## config.mk

```make
export PLATFORM = sky130hd
export DESIGN_NAME = dram_arbiter
export DESIGN_NICKNAME = d
export VERILOG_FILES = /design/src/rtl/hxd_arb_pkg.sv /design/src/rtl/arb_wait_cnt.sv /design/src/rtl/dram_arbiter.sv
export SDC_FILE = /design/constraint.sdc
export NUM_CORES = 1
export LEC_CHECK = 0
export CAP_MARGIN = 20
export CELL_PAD_IN_SITES_DETAIL_PLACEMENT = 1
export CELL_PAD_IN_SITES_GLOBAL_PLACEMENT = 1
export CORE_MARGIN = 4
export CORE_UTILIZATION = 18
export CTS_BUF_LIST = sky130_fd_sc_hd__clkbuf_16
export DETAILED_ROUTE_END_ITERATION = 12
export GPL_TIMING_DRIVEN = 0
export PLACE_DENSITY = 0.77
export SETUP_SLACK_MARGIN = 0.5
export SLEW_MARGIN = 20
export SYNTH_ARGS = -nofsm -noshare
export SYNTH_HDL_FRONTEND = slang
export SYNTH_HIERARCHICAL = 1
export SYNTH_SLANG_ARGS = --single-unit
export TNS_END_PERCENT = 30
```

## constraint.sdc

```tcl
create_clock -name clk_i -period 1.7 [get_ports clk_i]
set_input_delay 0.34 -clock clk_i [delete_from_list [all_inputs] [get_ports clk_i]]
set_output_delay 0.34 -clock clk_i [all_outputs]
set_load 0.01 [all_outputs]
```

## src/rtl/hxd_arb_pkg.sv

```systemverilog
// Shared types for the data-RAM arbiter: owners, arbiter states, RAM command payload.
package hxd_arb_pkg;

  localparam int unsigned XLEN = 32;
  localparam int unsigned BE_W = 4;

  typedef enum logic [1:0] {
    OWN_NONE = 2'd0,
    OWN_CPU  = 2'd1,
    OWN_HOST = 2'd2
  } owner_t;

  typedef enum logic {
    ARB  = 1'b0,
    LOCK = 1'b1
  } arb_state_t;

  typedef struct packed {
    logic            we;
    logic [XLEN-1:0] addr;
    logic [XLEN-1:0] wdata;
    logic [BE_W-1:0] be;
  } ram_cmd_t;

endpackage

```

## src/rtl/arb_wait_cnt.sv

```systemverilog
// Saturating HOST starvation counter.
//   clk, rst   : clock, synchronous active-high reset
//   inc        : HOST waiting this cycle (count up, saturating at MAX_WAIT-1)
//   clr        : HOST granted or idle (clear, dominates inc)
//   at_limit   : counter has reached MAX_WAIT-1
module arb_wait_cnt #(
  parameter int unsigned MAX_WAIT = 8
) (
  input  logic clk,
  input  logic rst,
  input  logic inc,
  input  logic clr,
  output logic at_limit
);

  localparam int unsigned CW = (MAX_WAIT > 1) ? $clog2(MAX_WAIT) : 1;
  localparam logic [CW-1:0] LIMIT = CW'(MAX_WAIT - 1);

  logic [CW-1:0] cnt_q;

  always_ff @(posedge clk) begin
    if (rst) begin
      cnt_q <= '0;
    end else if (clr) begin
      cnt_q <= '0;
    end else if (inc && (cnt_q != LIMIT)) begin
      cnt_q <= cnt_q + CW'(1);
    end
  end

  assign at_limit = (cnt_q == LIMIT);

endmodule

```

## src/rtl/dram_arbiter.sv

```systemverilog
// Shares the single data-RAM port between the CPU and the SPI host loader.
// Fixed CPU priority with a starvation override for HOST, a HOST lock mode that
// stalls the CPU during bulk transfers, and 1-cycle read-data return routing.
//   clk_i, rst_i           : clock, synchronous active-high reset
//   cpu_*  (req/we/addr/wdata/be in, gnt/rvld/rdata out) : CPU port
//   host_* (req/lock/we/addr/wdata/be in, gnt/rvld/rdata out) : HOST port
//   ram_*  (en/we/addr/wdata/be out, rdata in) : RAM port
module dram_arbiter
  import hxd_arb_pkg::*;
#(
  parameter int unsigned MAX_WAIT = 8
) (
  input  logic            clk_i,
  input  logic            rst_i,
  input  logic            cpu_req_i,
  input  logic            cpu_we_i,
  input  logic [XLEN-1:0] cpu_addr_i,
  input  logic [XLEN-1:0] cpu_wdata_i,
  input  logic [BE_W-1:0] cpu_be_i,
  output logic            cpu_gnt_o,
  output logic            cpu_rvld_o,
  output logic [XLEN-1:0] cpu_rdata_o,
  input  logic            host_req_i,
  input  logic            host_lock_i,
  input  logic            host_we_i,
  input  logic [XLEN-1:0] host_addr_i,
  input  logic [XLEN-1:0] host_wdata_i,
  input  logic [BE_W-1:0] host_be_i,
  output logic            host_gnt_o,
  output logic            host_rvld_o,
  output logic [XLEN-1:0] host_rdata_o,
  output logic            ram_en_o,
  output logic            ram_we_o,
  output logic [XLEN-1:0] ram_addr_o,
  output logic [XLEN-1:0] ram_wdata_o,
  output logic [BE_W-1:0] ram_be_o,
  input  logic [XLEN-1:0] ram_rdata_i
);

  arb_state_t      state_q, state_d;
  owner_t          rd_owner_q, rd_owner_d;
  logic            cpu_win, host_win, at_limit;
  logic [XLEN-1:0] cpu_rdata_q, host_rdata_q;
  ram_cmd_t        cmd;

  arb_wait_cnt #(.MAX_WAIT(MAX_WAIT)) u_wait (
    .clk      (clk_i),
    .rst      (rst_i),
    .inc      (host_req_i && !host_win),
    .clr      (host_win || !host_req_i),
    .at_limit (at_limit)
  );

  // Grant decision and next state; everything held off while in reset.
  always_comb begin
    cpu_win  = 1'b0;
    host_win = 1'b0;
    state_d  = state_q;
    if (!rst_i) begin
      case (state_q)
        ARB: begin
          if (host_req_i && (!cpu_req_i || at_limit)) begin
            host_win = 1'b1;
          end else if (cpu_req_i) begin
            cpu_win = 1'b1;
          end
          if (host_win && host_lock_i) state_d = LOCK;
        end
        LOCK: begin
          host_win = host_req_i;
          if (!host_lock_i) state_d = ARB;
        end
        default: state_d = ARB;
      endcase
    end
  end

  // Command mux from the winner; byte enables are zeroed on reads.
  always_comb begin
    cmd        = '0;
    rd_owner_d = OWN_NONE;
    if (host_win) begin
      cmd.we     = host_we_i;
      cmd.addr   = host_addr_i;
      cmd.wdata  = host_wdata_i;
      cmd.be     = host_be_i & {BE_W{host_we_i}};
      if (!host_we_i) rd_owner_d = OWN_HOST;
    end else if (cpu_win) begin
      cmd.we     = cpu_we_i;
      cmd.addr   = cpu_addr_i;
      cmd.wdata  = cpu_wdata_i;
      cmd.be     = cpu_be_i & {BE_W{cpu_we_i}};
      if (!cpu_we_i) rd_owner_d = OWN_CPU;
    end
  end

  // State, read owner and per-owner held read data.
  always_ff @(posedge clk_i) begin
    if (rst_i) begin
      state_q      <= ARB;
      rd_owner_q   <= OWN_NONE;
      cpu_rdata_q  <= '0;
      host_rdata_q <= '0;
    end else begin
      state_q    <= state_d;
      rd_owner_q <= rd_owner_d;
      if (rd_owner_q == OWN_CPU)  cpu_rdata_q  <= ram_rdata_i;
      if (rd_owner_q == OWN_HOST) host_rdata_q <= ram_rdata_i;
    end
  end

  assign cpu_gnt_o   = cpu_win;
  assign host_gnt_o  = host_win;
  assign ram_en_o    = cpu_win || host_win;
  assign ram_we_o    = cmd.we;
  assign ram_addr_o  = cmd.addr;
  assign ram_wdata_o = cmd.wdata;
  assign ram_be_o    = cmd.be;

  // Read return passes RAM data straight through to the owner in its valid cycle.
  assign cpu_rvld_o   = !rst_i && (rd_owner_q == OWN_CPU);
  assign host_rvld_o  = !rst_i && (rd_owner_q == OWN_HOST);
  assign cpu_rdata_o  = rst_i ? '0 : (rd_owner_q == OWN_CPU)  ? ram_rdata_i : cpu_rdata_q;
  assign host_rdata_o = rst_i ? '0 : (rd_owner_q == OWN_HOST) ? ram_rdata_i : host_rdata_q;

endmodule

```

==> metrics.txt <==
Register Area 1410 sq um; fraction of registers with async set/reset 0; Sequential Power Share 0.339; dominant cells by area after synthesis dfxtp_1, a22o_1, nand2_1, a21oi_1, buf_6; final core occ 0.442; Most common cell on crit path buf_6; actual slew at the worst max-slew pin between 0.3 and 0.4 ns; Slowest-stage cell, CP dfxtp_2; clk root buf clkbuf_16; drt pass-1 iters 5; Max-Cap Viols 0; top-level I/O count around 310; Yosys reg bits 70; DRC viols 0; initial antenna violation count 1; remaining global-route overflow 0; max frequency between 0.4 and 0.5 GHz; Syn Area/Cell about 8 sq um; Final period util 1.47; Layout area overhead 141%; Hold WC Path Type in2reg; Die Height 143 um; worst path cell trace ha_4 -> ha_4 -> nor3b_4 -> nor3b_2 -> buf_6 -> buf_6 -> buf_6 -> buf_16 -> a22o_1 -> buf_6; CTS tree done; r2r worst-path depth 10; share of the synthesized area in the top cell type 0.426; Yosys top cell by area dfxtp_1; sw power 1.36 mW; clk_lat worst skew between 0.3 and 0.4 ns; critical path peak fanout 5; Cell variety after synth 29; most frequent cells in the layout clkdlybuf4s50_1, nand2_1, buf_2; placed instance area between 6000 and 7000 sq um; Hold Path Depth 2; CP required ~1.4 ns; HP Start rst_i; Min Hold Slack around 0.42 ns; vias in the first global route 4900; DRT antenna net count 0; Slew Limit Headroom 0.740; syn nets ~580; Design Area, Final around 7900 sq um; TritonCTS Buffers 9; Internal about 3.7 mW; register area share after synthesis 0.426; Worst Setup SP u_wait/cnt_q[0]; vias per cell approximately 4.5; P per Cell Area around 630 nW/um^2; Ant. Diodes 0; largest net degree at the start of global routing 14; # clock sinks 70; r2r startpoint u_wait/cnt_q[0]; FF-to-FF setup slack -0.13 ns; Tmin final between 2 and 2.5 ns; Site Rows between 40 and 50; WL final ~21000 um; share of layout cells above drive strength 1 0.459; Leak 3.36 nW; Sw Share 0.271; Final Hold Vio Count 0; Top FF cell, synth dfxtp_1; combinational power share 0.281; status finished, violations left; crit-path max cell delay 0.34 ns; Critical Path Start Type flip-flop; vias around 4500; R2R Path End u_wait/cnt_q[2]; gpl congestion about 0.83; Clock Path Buffers 2; footprint of the multi-input gates 2080 sq um; CP Capture Type output pin; failing checks negative setup slack; Post-DP HPWL roughly 16000 um; Final Max Slew Viols 0; Syn Inst Count 400; Worst-path clk slew around 0.06 ns; arrival time of the worst setup path 2.16 ns; Max Clock Skew 0.00468 ns; Die Area between 20000 and 25000 sq um; Starting Density 0.183; first-pass GRT wire length approximately 30000 um; CORE AREA between 15000 and 20000 sq um; peak supply drop roughly 440 uV; fillers 2084; final setup vio count about 140; Die X around 140 um; IO Port Bufs 312; Final #Nets roughly 950; Post-Syn Area between 3000 and 4000 sq um; Detailed Route Iter0 Violations 95; Clock Power Share 0.380; post-route setup slack -0.797 ns; WHS Endpoint u_wait/cnt_q[0]; overall routing resource usage 0.191; RSZ-0062 raised after global routing true; synthesis warning total 6; kind of critical path reg2out; wire per inst around 21 um; Post-synth EDFFs 0; most common cell after layout, fill and taps aside clkdlybuf4s50_1; H-tree depth 3
-- worst max-delay path by stage --
stage | to | slack, ns | cells past startpoint
after floorplan | ram_addr_o[0] | -0.07 | 7
after global placement | cpu_rdata_o[17] | -1.27 | 6
after detailed placement | cpu_rdata_o[10] | -1.26 | 6
after CTS | ram_addr_o[0] | -0.82 | 10
after global routing | ram_addr_o[0] | -0.88 | 10
final | ram_addr_o[0] | -0.80 | 10
-- state kept, by name, summed over array words and instances (netlist names) --
register / count
cpu_rdata_q: 32
host_rdata_q: 32
rd_owner_q: 2
state_q: 1
u_wait/cnt_q: 3
-- power groups by stage --
stage	Sequential [mW]	Clock, mW	Combinational [mW]
global placement	1.73	0	1.22
global route	1.71	2.03	1.50
CTS	1.70	1.96	1.39
finish	1.70	1.91	1.42
floorplan	1.73	0	0.385
detailed placement	1.74	0	1.23
-- synth_stat cells, types with 3 or more instances --
cell / n
nand2_1: 128
dfxtp_1: 70
a21oi_1: 65
a22o_1: 64
buf_2: 17
clkbuf_1: 10
buf_6: 8
a32o_1: 4
buf_4: 4
nor2b_1: 3
nor3_1: 3
-- cell type report --
cell class / instances / area share
sequential: 70 / 0.178
multi-input combinational: 290 / 0.262
buffer: 39 / 0.0661
tap: 229 / 0.0361
timing repair buffer: 364 / 0.420
clock buffer: 9 / 0.0284
inverter: 1 / 0.000473
clock inverter: 7 / 0.00930
-- cells by family after synthesis --
logic type      Yosys count  synth area share
flops                    70             0.426
xor+xnor                  1           0.00266
fa+ha+maj                 2           0.00760
mux                       2           0.00608
buf+inv                  40            0.0749
compound gates          135             0.285
simple gates            150             0.198
-- critical path: cells and delay by family, from the launching register on --
family	cells	cell delay, ns
buffers and inverters	5	0.64
flip-flops	1	0.34
adder cells (fa/ha/maj)	2	0.33
AND/OR/NAND/NOR	2	0.28
AO/OA/AOI/OAI	1	0.22
-- what timing repair did --
item                       in CTS  in global routing
setup endpoints to repair     208                192
hold buffers                    0                  0
pin swaps                      62                 21
hold endpoints to repair        0                  0
gates cloned                   11                  0
buffers inserted               38                  3
resized for setup             664                125
-- layer usage --
metal	GRT usage	vias to the layer above	wire [um]
li1	-	2158	-
met1	0.198	2175	7360
met2	0.380	181	11700
met3	0.0556	15	1540
met4	0.0387	2	265
met5	0	-	13
-- metrics by stage --
step | setup TNS [ns] | power, mW | instances | setup slack (ns)
detailed placement | -164.03 | 2.97 | 941 | -1.26
finish | -62.04 | 5.03 | 1009 | -0.797
global route | -73.83 | 5.23 | 1009 | -0.877
global placement | -160.57 | 2.96 | 941 | -1.27
floorplan | -3.44 | 2.12 | 400 | -0.0667
CTS | -73.32 | 5.04 | 1006 | -0.825
No activity file was read; power rests on OpenSTA's default activity.
